### src/rtl/uart_tx_scheduler.sv
// Round-robin UART transmit scheduler: arbitrates NUM_REQ byte sources onto one 8N1 line (8E1 when UART_TX_SCHED_PARITY_EN is defined).
// Latency: req_ready is raised combinationally in IDLE; the start bit is on tx the next clk; a frame lasts 10*OVERSAMPLE (11*OVERSAMPLE) baud_ticks.
// Backpressure: requesters hold req_valid/req_data until their one-clk req_ready; nothing is accepted while busy or in the frame_done cycle.
module uart_tx_scheduler #(
    parameter int NUM_REQ    = 4,
    parameter int OVERSAMPLE = 16
) (
    input  logic                       clk,
    input  logic                       rst_n,
    input  logic                       baud_tick,
    input  logic [NUM_REQ-1:0]         req_valid,
    input  logic [NUM_REQ*8-1:0]       req_data,
    output logic [NUM_REQ-1:0]         req_ready,
    output logic                       tx,
    output logic                       busy,
    output logic [$clog2(NUM_REQ)-1:0] grant_id,
    output logic                       frame_done
);

    localparam int GW = $clog2(NUM_REQ);
    localparam int TW = (OVERSAMPLE > 1) ? $clog2(OVERSAMPLE) : 1;
    localparam logic [TW-1:0] TICK_LAST = TW'(OVERSAMPLE - 1);
    localparam logic [GW-1:0] PTR_RST   = GW'(NUM_REQ - 1);

    typedef enum logic [2:0] {
        IDLE   = 3'd0,
        START  = 3'd1,
        DATA   = 3'd2,
        STOP   = 3'd3
`ifdef UART_TX_SCHED_PARITY_EN
        ,
        PARITY = 3'd4
`endif
    } state_t;

    state_t          state_q, state_d;
    logic            tx_q, tx_d;
    logic            busy_q, busy_d;
    logic            frame_done_q, frame_done_d;
    logic [GW-1:0]   grant_id_q, grant_id_d;
    logic [GW-1:0]   last_grant_q, last_grant_d;
    logic [TW-1:0]   tick_cnt_q, tick_cnt_d;
    logic [2:0]      bit_cnt_q, bit_cnt_d;
    logic [7:0]      shift_q, shift_d;
`ifdef UART_TX_SCHED_PARITY_EN
    logic            parity_q, parity_d;
`endif

    logic [GW-1:0]   pick;
    logic            pick_vld;
    logic [7:0]      pick_byte;
    logic            accept;
    logic            bit_end;

    // Round-robin search: walk from the farthest candidate back to the nearest,
    // so the valid requester closest after last_grant is the one that sticks.
    always_comb begin
        int idx;
        idx       = 0;
        pick      = last_grant_q;
        pick_vld  = 1'b0;
        pick_byte = 8'h00;
        for (int k = NUM_REQ; k >= 1; k--) begin
            idx = int'(last_grant_q) + k;
            if (idx >= NUM_REQ) begin
                idx = idx - NUM_REQ;
            end
            if (req_valid[idx]) begin
                pick      = GW'(idx);
                pick_vld  = 1'b1;
                pick_byte = req_data[idx*8 +: 8];
            end
        end
    end

    // Acceptance only from IDLE, and never in the frame_done cycle, so
    // consecutive frames cannot overlap their handshake pulses.
    assign accept  = (state_q == IDLE) && !frame_done_q && pick_vld;
    assign bit_end = baud_tick && (tick_cnt_q == TICK_LAST);

    // One-hot acceptance pulse for the winning requester.
    always_comb begin
        req_ready = '0;
        for (int i = 0; i < NUM_REQ; i++) begin
            req_ready[i] = accept && (pick == GW'(i));
        end
    end

    // Frame sequencer next-state: each bit lasts OVERSAMPLE baud_ticks, the
    // following bit level is driven on the clk after the last tick of a bit.
    always_comb begin
        state_d      = state_q;
        tx_d         = tx_q;
        busy_d       = busy_q;
        frame_done_d = 1'b0;
        grant_id_d   = grant_id_q;
        last_grant_d = last_grant_q;
        tick_cnt_d   = tick_cnt_q;
        bit_cnt_d    = bit_cnt_q;
        shift_d      = shift_q;
`ifdef UART_TX_SCHED_PARITY_EN
        parity_d     = parity_q;
`endif

        if (state_q != IDLE && baud_tick) begin
            tick_cnt_d = bit_end ? '0 : tick_cnt_q + 1'b1;
        end

        unique case (state_q)
            IDLE: begin
                // Ticks seen while idle are dropped so each frame is phase-aligned
                // to its acceptance; the start bit may run up to one tick short.
                tick_cnt_d = '0;
                bit_cnt_d  = '0;
                tx_d       = 1'b1;
                if (accept) begin
                    state_d      = START;
                    tx_d         = 1'b0;
                    busy_d       = 1'b1;
                    grant_id_d   = pick;
                    last_grant_d = pick;
                    shift_d      = pick_byte;
`ifdef UART_TX_SCHED_PARITY_EN
                    parity_d     = ^pick_byte;
`endif
                end
            end
            START: begin
                if (bit_end) begin
                    state_d   = DATA;
                    bit_cnt_d = '0;
                    tx_d      = shift_q[0];
                end
            end
            DATA: begin
                if (bit_end) begin
                    if (bit_cnt_q == 3'd7) begin
`ifdef UART_TX_SCHED_PARITY_EN
                        state_d = PARITY;
                        tx_d    = parity_q;
`else
                        state_d = STOP;
                        tx_d    = 1'b1;
`endif
                    end else begin
                        bit_cnt_d = bit_cnt_q + 3'd1;
                        shift_d   = {1'b0, shift_q[7:1]};
                        tx_d      = shift_q[1];
                    end
                end
            end
`ifdef UART_TX_SCHED_PARITY_EN
            PARITY: begin
                if (bit_end) begin
                    state_d = STOP;
                    tx_d    = 1'b1;
                end
            end
`endif
            STOP: begin
                if (bit_end) begin
                    state_d      = IDLE;
                    tx_d         = 1'b1;
                    busy_d       = 1'b0;
                    frame_done_d = 1'b1;
                end
            end
            default: begin
                state_d = IDLE;
                tx_d    = 1'b1;
                busy_d  = 1'b0;
            end
        endcase
    end

    // State and registered outputs; reset forces the line idle immediately.
    always_ff @(posedge clk or negedge rst_n) begin
        if (!rst_n) begin
            state_q      <= IDLE;
            tx_q         <= 1'b1;
            busy_q       <= 1'b0;
            frame_done_q <= 1'b0;
            grant_id_q   <= '0;
            last_grant_q <= PTR_RST;
            tick_cnt_q   <= '0;
            bit_cnt_q    <= '0;
            shift_q      <= '0;
`ifdef UART_TX_SCHED_PARITY_EN
            parity_q     <= 1'b0;
`endif
        end else begin
            state_q      <= state_d;
            tx_q         <= tx_d;
            busy_q       <= busy_d;
            frame_done_q <= frame_done_d;
            grant_id_q   <= grant_id_d;
            last_grant_q <= last_grant_d;
            tick_cnt_q   <= tick_cnt_d;
            bit_cnt_q    <= bit_cnt_d;
            shift_q      <= shift_d;
`ifdef UART_TX_SCHED_PARITY_EN
            parity_q     <= parity_d;
`endif
        end
    end

    assign tx         = tx_q;
    assign busy       = busy_q;
    assign grant_id   = grant_id_q;
    assign frame_done = frame_done_q;

endmodule
### config.mk
export PLATFORM = sky130hd
export DESIGN_NAME = uart_tx_scheduler
export DESIGN_NICKNAME = d
export VERILOG_FILES = /design/src/rtl/uart_tx_scheduler.sv
export SDC_FILE = /design/constraint.sdc
export NUM_CORES = 1
export LEC_CHECK = 0
export ABC_AREA = 1
export ABC_CLOCK_PERIOD_IN_PS = 6500
export CORE_MARGIN = 2
export CORE_UTILIZATION = 30
export DETAILED_ROUTE_END_ITERATION = 10
export PLACE_DENSITY = 0.53
export REMOVE_ABC_BUFFERS = 1
export SETUP_SLACK_MARGIN = 0.02
export SYNTH_ARGS = -nofsm -noshare
export SYNTH_HDL_FRONTEND = slang
export SYNTH_SLANG_ARGS = --single-unit
export TNS_END_PERCENT = 1
### constraint.sdc
create_clock -name clk -period 6.5 [get_ports clk]
set_input_delay 1.95 -clock clk [delete_from_list [all_inputs] [get_ports clk]]
set_output_delay 1.95 -clock clk [all_outputs]
set_load 0.005 [all_outputs]
==> metrics.txt, run 1 <==
# TYPE chip_impl_metric gauge
chip_impl_info{name="outcome",value="finished, final reports clean"} 1
chip_impl_metric{name="power_density",unit="nW/um2"} 529
chip_impl_info{name="crit_path_start_kind",value="input pin"} 1
chip_impl_metric{name="cts-root-to-sink-buffers",unit=""} 2
chip_impl_info{name="synthFlopType",value="dfrtp_1"} 1
chip_impl_metric{name="report.final.hold_viol_count",unit=""} 0
chip_impl_metric{name="drtPass1Iterations",unit=""} 4
chip_impl_info{name="tritoncts_clock_tree",value="built"} 1
chip_impl_metric{name="io_buffer_count",unit=""} 47
chip_impl_metric{name="grt-ovfl-total",unit=""} 0
chip_impl_metric{name="clkTransAtPathRegs",unit="ns"} 0.08
chip_impl_metric{name="setup-violations-final",unit=""} 0
chip_impl_metric{name="yosys.area_share.xor_xnor",unit=""} 0.00319
chip_impl_metric{name="total_i_o_pin_count",unit=""} 48
chip_impl_metric{name="critical_path_arrival",unit="ns"} 3.98
chip_impl_metric{name="flip_flop_and_latch_count_after_synthesis",unit=""} 24
chip_impl_info{name="worst_r2r_startpoint",value="last_grant_q[1]$_DFFE_PN1P_"} 1
chip_impl_metric{name="global_route.usage.total",unit=""} 0.141
chip_impl_metric{name="vias_in_the_first_global_route",unit=""} 2612
chip_impl_info{name="criticalPathCategory",value="in -> out"} 1
chip_impl_metric{name="synth_mux_area_frac",unit=""} 0
chip_impl_metric{name="worstRegToRegCells",unit=""} 12
chip_impl_metric{name="vdd_drop_max",unit="uV"} 188
chip_impl_metric{name="synth-seq-area-share",unit=""} 0.220
chip_impl_metric{name="drt-total-wl",unit="mm"} 6.74
chip_impl_metric{name="path_max_fanout",unit=""} 10
chip_impl_info{name="regToRegEndpoint",value="shift_q[0]$_DFFE_PN0P_"} 1
chip_impl_info{name="synth_top_family_by_area",value="simple AND/OR/NAND/NOR gates"} 1
chip_impl_metric{name="grt_start_max_net_pins",unit=""} 59
chip_impl_metric{name="achievable-frequency",unit="MHz"} 169
chip_impl_metric{name="placer_congestion",unit=""} 0.813
chip_impl_metric{name="p_total",unit="mW"} 1.71
chip_impl_metric{name="wire_per_inst",unit="um"} 11.2
chip_impl_metric{name="power.leakage",unit="nW"} 1.71
chip_impl_metric{name="drc_errors",unit=""} 0
chip_impl_metric{name="hpwl",unit="mm"} 5.13
chip_impl_metric{name="whs_path_depth",unit=""} 2
chip_impl_metric{name="max_slew_margin",unit=""} 0.287
chip_impl_metric{name="ys_types",unit=""} 35
chip_impl_metric{name="initial_antenna_violation_count",unit=""} 0
chip_impl_metric{name="area_growth_syn_to_layout",unit="%"} 17.9
chip_impl_metric{name="r2r_slack",unit="ns"} 3.52
chip_impl_metric{name="design.core.area",unit="um2"} 8810
chip_impl_metric{name="number_of_enable_flip_flop_cells_after_synthesis",unit=""} 0
chip_impl_metric{name="drt-initial-drc-count",unit=""} 133
chip_impl_metric{name="grt_first_pass_wirelength",unit="mm"} 11.8
chip_impl_metric{name="numClockSinks",unit=""} 24
chip_impl_info{name="unrepaired_setup_endpoints_after_global_routing",value="no"} 1
chip_impl_info{name="timing.hold.worst_endpoint",value="shift_q[5]$_DFFE_PN0P_"} 1
chip_impl_metric{name="syn-instance-count",unit=""} 461
chip_impl_metric{name="synth_area_per_cell",unit="um2"} 5.96
chip_impl_metric{name="clkLatencyLatePin",unit="ns"} 0.26
chip_impl_metric{name="syn-cell-area",unit="um2"} 2750
chip_impl_metric{name="num_antenna_cells",unit=""} 0
chip_impl_metric{name="setup-tns-final",unit="ns"} 0
chip_impl_metric{name="synthAdderAreaFrac",unit=""} 0.0592
chip_impl_metric{name="die-width",unit="um"} 99.7
chip_impl_metric{name="dieHeight",unit="um"} 99.7
chip_impl_metric{name="worst_ep_required_time",unit="ns"} 4.55
chip_impl_metric{name="design.die.area",unit="um2"} 9950
chip_impl_info{name="timing.hold.worst.start",value="shift_q[5]$_DFFE_PN0P_"} 1
chip_impl_info{name="clock-root-buffer",value="clkbuf_8"} 1
chip_impl_info{name="hold_path_class",value="reg -> reg"} 1
chip_impl_metric{name="drv_slew",unit=""} 0
chip_impl_metric{name="post-route-period-util",unit=""} 0.912
chip_impl_metric{name="synth_simple_gate_area_share",unit=""} 0.451
chip_impl_metric{name="synth.yosys.warnings",unit=""} 0
chip_impl_metric{name="worst_pin_slew",unit="ns"} 1.07
chip_impl_metric{name="rows",unit=""} 34
chip_impl_metric{name="cap_viol_max_count",unit=""} 0
chip_impl_metric{name="drive_gt1_frac",unit=""} 0.0707
chip_impl_info{name="setup.worst_path.end_class",value="output port"} 1
chip_impl_metric{name="htree_levels",unit=""} 1
chip_impl_metric{name="post_cts_hold_buffer_count",unit=""} 0
chip_impl_metric{name="detailroute.via_count",unit=""} 2857
chip_impl_metric{name="final.min_clock_period",unit="ns"} 5.93
chip_impl_metric{name="drtAntennaViolNets",unit=""} 0
chip_impl_metric{name="synth-async-reset-ratio",unit=""} 1.00
chip_impl_metric{name="tritoncts.num_buffers",unit=""} 3
chip_impl_metric{name="cts.repair_timing.setup_buffer_count",unit=""} 0
chip_impl_metric{name="skew",unit="ns"} 0.00337
chip_impl_metric{name="finalNetCount",unit=""} 548
chip_impl_metric{name="start_util",unit=""} 0.312
chip_impl_metric{name="synth_compound_area_frac",unit=""} 0.127
chip_impl_metric{name="ctsResizeCount",unit=""} 0
chip_impl_metric{name="detail_route.vias_per_cell",unit=""} 4.74
[power by group]
group	switching [mW]	internal, mW	total, mW	leakage (nW)
registers	0.0584	0.224	0.282	0.301
logic	0.868	0.474	1.34	1.39
clock network	0.0463	0.0438	0.0900	0.0228
total	0.973	0.742	1.71	1.71
[state kept, by name, summed over array words and instances (netlist names)]
name and cells:
shift_q 8, last_grant_q 2, bit_cnt_q 3, frame_done 1, busy 1, state_q 2, tx 1, tick_cnt_q 4
grant_id 2
[cell usage after synthesis, types with 2 or more instances]
library cell / count / share of area
a21oi_1: 6 / 0.011
a31oi_1: 14 / 0.032
buf_12: 2 / 0.015
buf_2: 2 / 0.0036
buf_4: 6 / 0.016
buf_6: 3 / 0.012
clkbuf_1: 3 / 0.0041
dfrtp_1: 21 / 0.19
dfstp_2: 3 / 0.029
ha_1: 13 / 0.059
inv_1: 53 / 0.072
inv_2: 3 / 0.0041
nand2_1: 186 / 0.25
nand2_2: 10 / 0.023
nand2_4: 2 / 0.0082
nand3_1: 51 / 0.093
nand4_1: 2 / 0.0046
nor2_1: 25 / 0.034
nor2_2: 3 / 0.0068
o21ai_0: 27 / 0.049
o21ai_1: 8 / 0.015
o21ai_2: 5 / 0.016
[stage by stage]
stage	cells	util	hold slack [ns]	setup slack [ns]	cell area, um2
CTS	603	0.368	0.490	0.548	3240
finish	603	0.368	0.486	0.573	3240
global route	603	0.368	0.503	0.260	3240
floorplan	442	-	0.449	1.72	2580
global placement	599	0.363	0.466	0.611	3200
detailed placement	599	0.363	0.465	0.556	3200
[layout make-up]
type	count	area (um2)
inverter	56	210
multi-input combinational	362	1760
clock buffer	4	45.0
fill	977	5560
sequential	24	604
timing repair buffer	49	485
tap	108	135
[cell usage in the layout (no fill, tap or decap)]
master           instances
clkbuf_8                 3
o21ai_1                  8
nand3_1                 51
nand3_2                  1
o22ai_1                  1
dfstp_2                  3
clkdlybuf4s50_1         47
nand2_2                 10
nand2_1                186
ha_1                    13
and2_1                   1
nor2_8                   1
nor3_1                   1
nor2_1                  25
o21ai_0                 27
nor2_2                   3
clkbuf_1                 1
nand2_4                  2
o211ai_1                 1
inv_1                   53
nand4_1                  2
a21oi_1                  6
and3_1                   1
nand3_4                  1
a31oi_1                 14
buf_4                    2
xor2_1                   1
dfrtp_1                 21
nor2_4                   1
inv_2                    3
o21ai_2                  5
[routing by layer]
metal	global-route usage	vias up	routed length (um)	share of wire
met1	0.192	1276	3330	0.49
met2	0.248	47	3170	0.47
li1	-	1532	-	-
met3	0.0112	2	209	0.031
met5	0	-	0	0
met4	0.0253	0	32	0.0047
[how the worst max path moves through the flow]
stage	from	endpoint	depth (start not counted)
floorplan	last_grant_q[0]$_DFFE_PN1P_	req_ready[0]	10
global placement	req_valid[2]	req_ready[0]	12
detailed placement	req_valid[2]	req_ready[0]	12
CTS	req_valid[2]	req_ready[0]	12
global route	req_valid[2]	req_ready[0]	12
finish	req_valid[2]	req_ready[0]	12
[kinds of logic after synthesis]
| logic type | count (synthesis) |
|---|---|
| DFF | 24 |
| and+or+nand+nor | 286 |
| AOI/OAI and AO/OA | 62 |
| xor gates and xnor gates | 1 |
| buffers and inverters | 75 |
| adders and majority gates | 13 |
[worst max-delay path, cell delays in order]
cell and delay, ns:
clkdlybuf4s50_1 0.52, nand2_1 0.09, nand2_1 0.10, nand2_1 0.08, nand2_2 0.23, nand3_2 0.12, nand2_1 0.08, nand2_1 0.06
nand2_1 0.10, inv_1 0.05, nor2_1 0.09, clkdlybuf4s50_1 0.50
(Power assumes the default switching activity.)
==> run 2, diff against run 1 <==
--- a/config.mk
+++ b/config.mk
@@ -13,6 +13,7 @@
 export PLACE_DENSITY = 0.53
 export REMOVE_ABC_BUFFERS = 1
 export SETUP_SLACK_MARGIN = 0.02
+export SKIP_LAST_GASP = 1
 export SYNTH_ARGS = -nofsm -noshare
 export SYNTH_HDL_FRONTEND = slang
 export SYNTH_SLANG_ARGS = --single-unit
==> results of run 2 <==
The final DEF is identical to that of run 1; final timing and power are the same.
==> run 3, diff against run 2 <==
--- a/config.mk
+++ b/config.mk
@@ -5,12 +5,11 @@
 export SDC_FILE = /design/constraint.sdc
 export NUM_CORES = 1
 export LEC_CHECK = 0
-export ABC_AREA = 1
 export ABC_CLOCK_PERIOD_IN_PS = 6500
 export CORE_MARGIN = 2
 export CORE_UTILIZATION = 30
 export DETAILED_ROUTE_END_ITERATION = 10
-export PLACE_DENSITY = 0.53
+export PLACE_DENSITY = 0.54
 export REMOVE_ABC_BUFFERS = 1
 export SETUP_SLACK_MARGIN = 0.02
 export SKIP_LAST_GASP = 1
==> metrics.txt, run 3 <==
# TYPE chip_impl_metric gauge
chip_impl_info{name="outcome",value="finished, final reports clean"} 1
chip_impl_metric{name="dieHeight",unit="um"} 97.9
chip_impl_metric{name="stdcell_count",unit=""} 429
chip_impl_metric{name="synthAdderAreaFrac",unit=""} 0.0614
chip_impl_metric{name="drt-initial-drc-count",unit=""} 106
chip_impl_metric{name="vias_in_the_first_global_route",unit=""} 2224
chip_impl_metric{name="post-route-period-util",unit=""} 0.946
chip_impl_metric{name="drive_gt1_frac",unit=""} 0.0841
chip_impl_metric{name="worstRegToRegCells",unit=""} 8
chip_impl_metric{name="achievable-frequency",unit="MHz"} 163
chip_impl_metric{name="design.die.area",unit="um2"} 9590
chip_impl_info{name="critPathSlowestCell",value="clkdlybuf4s50_1"} 1
chip_impl_metric{name="design.core.area",unit="um2"} 8640
chip_impl_metric{name="drc_errors",unit=""} 0
chip_impl_metric{name="detailroute.via_count",unit=""} 2343
chip_impl_metric{name="cts.repair_timing.setup_buffer_count",unit=""} 0
chip_impl_metric{name="clock_power_share",unit=""} 0.087
chip_impl_metric{name="clkTransAtPathRegs",unit="ns"} 0.09
chip_impl_metric{name="report.final.hold_viol_count",unit=""} 0
chip_impl_metric{name="num_antenna_cells",unit=""} 0
chip_impl_metric{name="setup_slack",unit="ns"} 0.352
chip_impl_metric{name="netlist.area_leader.share",unit=""} 0.198
chip_impl_metric{name="synth-async-reset-ratio",unit=""} 1.00
chip_impl_metric{name="syn-cell-area",unit="um2"} 2650
chip_impl_metric{name="hpwl",unit="mm"} 4.79
chip_impl_metric{name="placer_congestion",unit=""} 0.754
chip_impl_metric{name="tritoncts.num_buffers",unit=""} 3
chip_impl_info{name="mostFrequentLayoutCells",value="clkdlybuf4s50_1, mux2i_1, nand2_1, dfrtp_1, nor2_1"} 1
chip_impl_metric{name="drt-total-wl",unit="mm"} 6.63
chip_impl_metric{name="finalNetCount",unit=""} 374
chip_impl_metric{name="critical_path_buf_inv_count",unit=""} 2
chip_impl_metric{name="syn-instance-count",unit=""} 292
chip_impl_metric{name="grt_start_max_net_pins",unit=""} 58
chip_impl_metric{name="combinationalPowerShare",unit=""} 0.727
chip_impl_metric{name="path_max_fanout",unit=""} 11
chip_impl_metric{name="synth_compound_area_frac",unit=""} 0.247
chip_impl_metric{name="initial_antenna_violation_count",unit=""} 0
chip_impl_info{name="unrepaired_setup_endpoints_after_global_routing",value="no"} 1
chip_impl_metric{name="ctsResizeCount",unit=""} 0
chip_impl_metric{name="grt_first_pass_wirelength",unit="mm"} 11.0
chip_impl_metric{name="final-seq-area",unit="um2"} 604
chip_impl_metric{name="placement.setup.worst_slack",unit="ns"} 0.338
chip_impl_metric{name="final.min_clock_period",unit="ns"} 6.15
chip_impl_metric{name="setup-tns-final",unit="ns"} 0
chip_impl_info{name="synth_common_cells",value="mux2i_1, nand2_1, dfrtp_1"} 1
chip_impl_metric{name="wire_per_inst",unit="um"} 15.4
chip_impl_metric{name="power.leakage",unit="nW"} 1.35
chip_impl_metric{name="total_i_o_pin_count",unit=""} 48
chip_impl_metric{name="number_of_enable_flip_flop_cells_after_synthesis",unit=""} 0
chip_impl_metric{name="ys_types",unit=""} 54
chip_impl_metric{name="seqPwrFrac",unit=""} 0.186
chip_impl_metric{name="synth.yosys.warnings",unit=""} 0
chip_impl_metric{name="worst_ep_required_time",unit="ns"} 4.55
chip_impl_metric{name="synth_simple_gate_area_share",unit=""} 0.133
chip_impl_metric{name="intPower",unit="mW"} 0.812
chip_impl_info{name="hold_path_class",value="reg -> reg"} 1
chip_impl_info{name="worst_r2r_startpoint",value="last_grant_q[1]$_DFFE_PN1P_"} 1
chip_impl_info{name="crit_path_frequent_cell",value="clkdlybuf4s50_1"} 1
chip_impl_metric{name="htree_levels",unit=""} 1
chip_impl_metric{name="setup-violations-final",unit=""} 0
chip_impl_info{name="synth_top_cell_by_area",value="dfrtp_1"} 1
chip_impl_metric{name="yosys.area_share.xor_xnor",unit=""} 0.00331
chip_impl_metric{name="global_route.usage.total",unit=""} 0.135
chip_impl_info{name="largest_registers_ranked_by_flip_flop_count",value="shift_q (8), tick_cnt_q (4), bit_cnt_q (3)"} 1
chip_impl_metric{name="cap_viol_max_count",unit=""} 0
chip_impl_metric{name="drv_slew",unit=""} 0
chip_impl_metric{name="synth_mux_area_frac",unit=""} 0.263
chip_impl_metric{name="slowest_delay",unit="ns"} 0.69
chip_impl_info{name="timing.hold.worst_endpoint",value="bit_cnt_q[1]$_DFFE_PN0P_"} 1
chip_impl_metric{name="fin_worst_hold_slack",unit="ns"} 0.489
chip_impl_metric{name="grt-ovfl-total",unit=""} 0
chip_impl_metric{name="rows",unit=""} 34
chip_impl_info{name="worst_path_dominant_cell_family",value="buffers and inverters"} 1
chip_impl_metric{name="critical_path_arrival",unit="ns"} 4.20
chip_impl_metric{name="start_util",unit=""} 0.307
chip_impl_metric{name="skew",unit="ns"} 0.00753
chip_impl_info{name="tritoncts_clock_tree",value="built"} 1
chip_impl_metric{name="cts-root-to-sink-buffers",unit=""} 2
chip_impl_metric{name="layout.filler_cells",unit=""} 891
chip_impl_metric{name="clkLatencyLatePin",unit="ns"} 0.27
chip_impl_info{name="timing.hold.worst.start",value="bit_cnt_q[1]$_DFFE_PN0P_"} 1
chip_impl_metric{name="synth-seq-area-share",unit=""} 0.228
chip_impl_info{name="most_instantiated_library_cell_after_synthesis",value="mux2i_1"} 1
chip_impl_metric{name="flip_flop_and_latch_count_after_synthesis",unit=""} 24
chip_impl_info{name="criticalPathCategory",value="in -> out"} 1
chip_impl_metric{name="power_density",unit="nW/um2"} 480
chip_impl_metric{name="flip_flop_count_of_the_largest_register_all_copies_and_words_added",unit=""} 8
chip_impl_info{name="setup.worst_path.end_class",value="output port"} 1
chip_impl_metric{name="die-width",unit="um"} 97.9
chip_impl_metric{name="synth_area_per_cell",unit="um2"} 9.07
chip_impl_info{name="regToRegEndpoint",value="shift_q[1]$_DFFE_PN0P_"} 1
chip_impl_info{name="synthFlopType",value="dfrtp_1"} 1
chip_impl_metric{name="numClockSinks",unit=""} 24
chip_impl_metric{name="drtAntennaViolNets",unit=""} 0
chip_impl_metric{name="drtPass1Iterations",unit=""} 4
chip_impl_metric{name="vdd_drop_max",unit="uV"} 172
chip_impl_metric{name="dp.cells",unit=""} 425
chip_impl_info{name="largest-register",value="shift_q"} 1
chip_impl_metric{name="r2r_slack",unit="ns"} 3.53
chip_impl_metric{name="p_sw_frac",unit=""} 0.473
chip_impl_info{name="mostFrequentLayoutCell",value="clkdlybuf4s50_1"} 1
chip_impl_metric{name="worst_pin_slew",unit="ns"} 1.11
chip_impl_metric{name="io_buffer_count",unit=""} 47
chip_impl_metric{name="detail_route.vias_per_cell",unit=""} 5.46
chip_impl_info{name="clock-root-buffer",value="clkbuf_8"} 1
chip_impl_metric{name="whs_path_depth",unit=""} 1
chip_impl_metric{name="power.net_switching",unit="mW"} 0.729
chip_impl_info{name="netlist_top_cells_area",value="dfrtp_1, mux2i_1, ha_1"} 1
chip_impl_info{name="synth_top_family_by_area",value="multiplexers"} 1
chip_impl_metric{name="multi_input_area",unit="um2"} 1870
chip_impl_metric{name="post_cts_hold_buffer_count",unit=""} 0
chip_impl_metric{name="area_growth_syn_to_layout",unit="%"} 21.3
chip_impl_info{name="critical_path.cell_chain",value="clkdlybuf4s50_1, nand2_1, o2bb2ai_1, a221oi_1, o21ai_0, and2_1, clkdlybuf4s50_1"} 1
chip_impl_info{name="crit_path_start_kind",value="input pin"} 1
chip_impl_metric{name="max_slew_margin",unit=""} 0.255
==> run 3: worst max-delay path by stage <==
stage                                            from      endpoint  slack (ns)  cells past startpoint
after floorplan           last_grant_q[0]$_DFFE_PN1P_  req_ready[2]        1.51                      6
after global placement                   req_valid[0]  req_ready[0]        0.44                      7
after detailed placement                 req_valid[2]  req_ready[0]        0.34                      7
after CTS                                req_valid[2]  req_ready[0]        0.34                      7
after global routing                     req_valid[0]  req_ready[2]        0.19                      7
final                                    req_valid[0]  req_ready[2]        0.35                      7
==> run 3: metal layers <==
layer / wire length, um / share of wire / track usage
met5: 0 / 0 / 0
met4: 34 / 0.0051 / 0.0192
met3: 172 / 0.026 / 0.0143
met2: 3200 / 0.48 / 0.234
met1: 3220 / 0.49 / 0.185
==> run 3: layout make-up <==
cell class | count | share of cell area
clock buffers | 3 | 0.0129
well taps | 108 | 0.0421
inverters | 7 | 0.00818
clock inverters | 1 | 0.00935
multi-input cells | 235 | 0.583
flip-flops and latches | 24 | 0.188
repair buffers | 51 | 0.156
==> run 3: kinds of logic after synthesis <==
family | Yosys count
simple gates | 75
xor+xnor | 1
mux | 53
fa+ha+maj | 13
buf+inv | 33
compound gates | 93
flops | 24
==> run 3: metrics by stage <==
step / power (mW) / area, um2 / utilization
6_report: 1.54 / 3210 / 0.372
3_5_place_dp: 1.41 / 3140 / 0.364
5_1_grt: 1.68 / 3210 / 0.372
3_3_place_gp: 1.39 / 3140 / 0.364
4_1_cts: 1.54 / 3210 / 0.372
2_1_floorplan: 1.10 / 2500 / -
==> run 3: worst reg2reg max path: stages, from the launching register on <==
cell	delay [ns]
dfstp_2	0.82
inv_1	0.12
ha_1	0.32
buf_4	0.23
mux4_2	0.48
nor2b_4	0.28
a221oi_1	0.14
o31ai_1	0.36
a22o_1	0.18
==> run 3: power groups by stage <==
stage | combinational (mW) | clock [mW] | sequential, mW
finish | 1.12 | 0.135 | 0.286
global route | 1.24 | 0.142 | 0.300
CTS | 1.12 | 0.135 | 0.288
detailed placement | 1.12 | 0 | 0.290
global placement | 1.11 | 0 | 0.289
floorplan | 0.770 | 0 | 0.329
==> variant 1 (flow settings as in run 1) <==
Encoding of `state_t`: now one-hot (4 bits for 4 states).
--- a/src/rtl/uart_tx_scheduler.sv
+++ b/src/rtl/uart_tx_scheduler.sv
@@ -22,11 +22,11 @@
     localparam logic [TW-1:0] TICK_LAST = TW'(OVERSAMPLE - 1);
     localparam logic [GW-1:0] PTR_RST   = GW'(NUM_REQ - 1);
 
-    typedef enum logic [2:0] {
-        IDLE   = 3'd0,
-        START  = 3'd1,
-        DATA   = 3'd2,
-        STOP   = 3'd3
+    typedef enum logic [3:0] {
+        IDLE   = 4'b0001,
+        START  = 4'b0010,
+        DATA   = 4'b0100,
+        STOP   = 4'b1000
 `ifdef UART_TX_SCHED_PARITY_EN
         ,
         PARITY = 3'd4
Behaviour: same outputs for any inputs over 10 cycles, from zero or initial values and one cycle with rst_n low; not proved beyond that.
==> variant 1 against run 1 <==
- power increased by 0.25%
- sequential cell count increased by 2
- area after synthesis decreased by 3.0%
- non-clock buffer count increased by 1
- worst setup slack got worse by 65 ps
- largest power group unchanged
- via count decreased by 4.6%
- design area about the same
- global-route usage decreased by 0.24 points
- highest routed layer unchanged
- critical path type unchanged
- wire length decreased by 2.8%
==> variant 1: results (changes against run 1) <==
* Metal2 WL at 3030 um (-4.5%)
* Status: finished clean
* Register bit total from synthesis at 26 (+8.3%)
* Top post-synthesis cells by area: dfrtp_1 21%, nand2_1 20%, nor2_1 8.3%
* Worst VDD drop at 174 uV (-7.6%)
* Pre-CTS WS at 499 ps (-56.3 ps)
* DR vias/cell at 4.69 (-1.1%)
* Met3 Track Usage GR at 0.0150 (+0.00379)
* WHS Path Cells at 2 (unchanged)
* Post-synthesis sequential area ratio at 0.246 (+0.0260)
* DP HPWL at 5050 um (-1.7%)
* Initial antenna violation count at 0 (unchanged)
* Layout net count at 522 (-4.7%)
* Hold slack at 483 ps (-2.74 ps)
* First-pass GRT wire length at 11500 um (-3.0%)
* WHS Endpoint: shift_q[2]
* Post-Route WL at 6550 um (-2.8%)
* Met2 Use GR at 0.237 (-0.0108)
* Flop2flop setup slack at 3420 ps (-100 ps)
* Leakage power at 1.62 nW (-5.6%)
* DR WL/cell at 11.2 um (+0.66%)
* Syn Inst Count at 437 (-5.2%)
* Reg area at 656 um2 (+8.5%)
* Slew @ Worst Pin at 581 ps (-485 ps)
* Multi-In Gates at 347 (-4.1%)
* Non-clk invs at 47 (-16%)
* CTS H-tree lvls at 1 (unchanged)
* Non-clock buffer share at 0.152 (+0.00226)
* Largest net degree at the start of global routing at 56 (-5.1%)
* Final core utilization at 0.374 (+0.00556)
* Synth cell types at 38 (+8.6%)
* CP top delay family: buffers and inverters
* Placed cells at 578 (-3.5%)
* Vias in the first global route at 2469 (-5.5%)
* Critical Path AT at 4040 ps (+60 ps)
* Fraction of layout instances using a drive strength above 1 at 0.0907 (+0.0200)
* Met1 usage at 0.195 (+0.00266)
* Die Footprint at 9660 um2 (-2.9%)
* Clock network area share at 0.0220 (+0.00810)
* Skew-Pair Late Insertion Delay at 270 ps
* CP Max Fanout at 13 (+3)
* Root buf cell: clkbuf_8
* Final RePlAce weighted congestion at 0.844 (+3.7%)
* Top flop regs: shift_q: 8 flops, state_q: 4 flops, tick_cnt_q: 4 flops
* Worst Hold Launch: shift_q[2]
* Iter 0 DRT Violations at 86 (-35%)
* Top FF cell, synth: dfrtp_1
* Dpl cell area at 3170 um2 (-0.78%)
* Number of non-clock buffers at 50 (+2.0%)
* M1 WL at 3170 um (-4.6%)
* Area occupied by multi-input gates at 1700 um2 (-3.3%)
* Filler instances at 959 (-1.8%)
* Worst Clk Skew at 4.74 ps (+1.38 ps)
* Total GRT Usage at 0.139 (-0.00238)
* CP peak stage delay at 500 ps (-20 ps)
* Synth top cells by count: 142 x nand2_1, 59 x nor2_1, 42 x inv_1
* Clock buffers at 3 (-1)
* Met3 Wirelength at 270 um (+29%)
## variant 1: logic make-up after synthesis
logic type	synth area share
flip-flops	0.246
AND/OR/NAND/NOR	0.415
buffers and inverters	0.115
adder cells (fa/ha/maj)	0.0375
multiplexers	0.00751
XOR/XNOR	0.00329
AO/OA/AOI/OAI	0.176
## variant 1: how the worst max path moves through the flow
stage | startpoint | to | slack, ps | cells past startpoint
after floorplan | req_valid[3] | req_ready[0] | 1640 | 10
after global placement | req_valid[0] | req_ready[0] | 560 | 12
after detailed placement | req_valid[0] | req_ready[0] | 500 | 12
after CTS | req_valid[0] | req_ready[0] | 500 | 12
after global routing | req_valid[0] | req_ready[0] | 330 | 12
final | req_valid[0] | req_ready[2] | 510 | 12
## variant 1: where the power goes
| part | switching (mW) | internal (mW) |
|---|---|---|
| clock | 0.0515 | 0.0825 |
| combinational | 0.832 | 0.465 |
| sequential | 0.0536 | 0.235 |
| total | 0.937 | 0.782 |
==> variant 2 (flow settings as in run 1) <==
Without the edit above. The parameter `NUM_REQ` goes from 4 to 2.
--- a/src/rtl/uart_tx_scheduler.sv
+++ b/src/rtl/uart_tx_scheduler.sv
@@ -2,7 +2,7 @@
 // Latency: req_ready is raised combinationally in IDLE; the start bit is on tx the next clk; a frame lasts 10*OVERSAMPLE (11*OVERSAMPLE) baud_ticks.
 // Backpressure: requesters hold req_valid/req_data until their one-clk req_ready; nothing is accepted while busy or in the frame_done cycle.
 module uart_tx_scheduler #(
-    parameter int NUM_REQ    = 4,
+    parameter int NUM_REQ    = 2,
     parameter int OVERSAMPLE = 16
 ) (
     input  logic                       clk,
Interface: changed (resized grant_id, req_data, req_ready and req_valid); port bits go from 48 to 27. No check against the original RTL was run, so the function may have changed too.
==> variant 2 against run 1 <==
- design area shrank 42%
- via count shrank 54%
- worst setup slack gained 420 ps
- sequential cell count shrank 2
- register-to-register slack gained 1100 ps
- fmax grew 7.6%
- area after synthesis shrank 45%
- cell count shrank 49%
- non-clock buffer count shrank 23
- wire length shrank 55%
- power shrank 56%
- clock skew shrank 1.7 ps
==> variant 2: results (changes against run 1) <==
* Layout net count at 268 (-51%)
* CP startpoint: req_valid[1]
* M1 WL at 1620 um (-51%)
* Status: finished clean
* Sequential Power Share at 0.321 (+0.156)
* Met3 Track Usage GR at 0.0161 (+0.00482)
* Iter 0 DRT Violations at 68 (-49%)
* Setup violators final at 0 (unchanged)
* Port Buf Inserts at 26 (-45%)
* DP HPWL at 2240 um (-56%)
* CP top delay family: buffers and inverters
* Post-Route WL at 3060 um (-55%)
* Mux cell area share after synthesis at 0.00667 (+0.00667)
* Post-synthesis xor/xnor area fraction at 0.00584 (+0.00265)
* WHS Endpoint: shift_q[4]
* Initial antenna violation count at 0 (unchanged)
* Worst path slowest cell: clkdlybuf4s50_1
* Fraction of layout instances using a drive strength above 1 at 0.0882 (+0.0175)
* Met3 Wirelength at 122 um (-42%)
* CP peak stage delay at 560 ps (+40 ps)
* Post-CTS sizing at 0 (unchanged)
* First-pass GRT wire length at 5390 um (-54%)
* FF-to-FF Start: state_q[0]
* Flop2flop setup slack at 4660 ps (+1140 ps)
* Worst VDD drop at 169 uV (-9.9%)
* Metal2 WL at 1270 um (-60%)
* CP Max Fanout at 3 (-7)
* Total GRT Usage at 0.123 (-0.0188)
* Synth cell types at 26 (-26%)
* Final RePlAce weighted congestion at 0.757 (-6.9%)
* Worst Reg-to-Reg Cells at 8 (-4)
* CP Capture Point: req_ready[0]
* Post CTS Setup Buffer Count at 0 (unchanged)
* Post-synthesis sequential area ratio at 0.369 (+0.149)
* Root buf cell: clkbuf_8
* Met2 Use GR at 0.191 (-0.0572)
* DR vias/cell at 4.29 (-9.5%)
* Cell internal power dissipation at 0.424 mW (-43%)
* CTS Buf Count at 3 (unchanged)
* Worst Hold Launch: shift_q[4]
* Antenna diode count at 0 (unchanged)
* Filler instances at 522 (-47%)
* Synth Area in Compound Gates at 0.117 (-0.0107)
* Worst hold-check path type: reg -> reg
* Synth Area in Adders at 0.0667 (+0.00755)
* Vias in the first global route at 1226 (-53%)
* Worst r2r dst: state_q[0]
* Clock-pin slew on the worst setup and hold paths at 80 ps (about the same)
* Worst Clk Skew at 1.72 ps (-1.65 ps)
* Leakage power at 0.924 nW (-46%)
* Critical Path AT at 3560 ps (-420 ps)
* Clock power frac at 0.126 (+0.073)
* Max Used Layer: met4
* Top post-synthesis cells by area: dfrtp_1 33%, nand2_1 18%, nand3_1 7.3%
* Synth top cells by count: 72 x nand2_1, 22 x nand3_1, 20 x dfrtp_1, 20 x inv_1, 14 x o21ai_0
* Clk. pwr at 0.0962 mW (+6.9%)
* Largest net degree at the start of global routing at 23 (-61%)
* Met1 usage at 0.174 (-0.0187)
* Slew @ Worst Pin at 987 ps (-79.2 ps)
-- variant 2: cell types whose count changed after synthesis, sizes merged, moves of 5 or more --
| cell | run 1 | this run |
|---|---|---|
| o21ai | 40 | 26 |
| ha | 13 | 8 |
| a31oi | 14 | 0 |
| nor2 | 30 | 13 |
| or2 | 0 | 9 |
| nand2 | 198 | 74 |
| nand3 | 53 | 22 |
| inv | 56 | 23 |
| buf | 15 | 4 |
-- variant 2: layout make-up --
type / count / area, um2 / area share
Sequential cell: 22 / 553 / 0.295
Inverter: 24 / 90.1 / 0.0481
Multi-Input combinational cell: 162 / 832 / 0.444
Timing Repair Buffer: 26 / 260 / 0.139
Clock buffer: 4 / 55.1 / 0.0294
Tap cell: 67 / 83.8 / 0.0447
-- variant 2: through the flow --
step	instance area, um2	worst slack [ps]	hold slack (ps)	cells
final	1870	993	477	305
after global placement	1820	1010	456	301
after CTS	1870	961	485	305
after global routing	1870	836	512	305
after detailed placement	1820	978	466	301
after floorplan	1480	2150	441	208
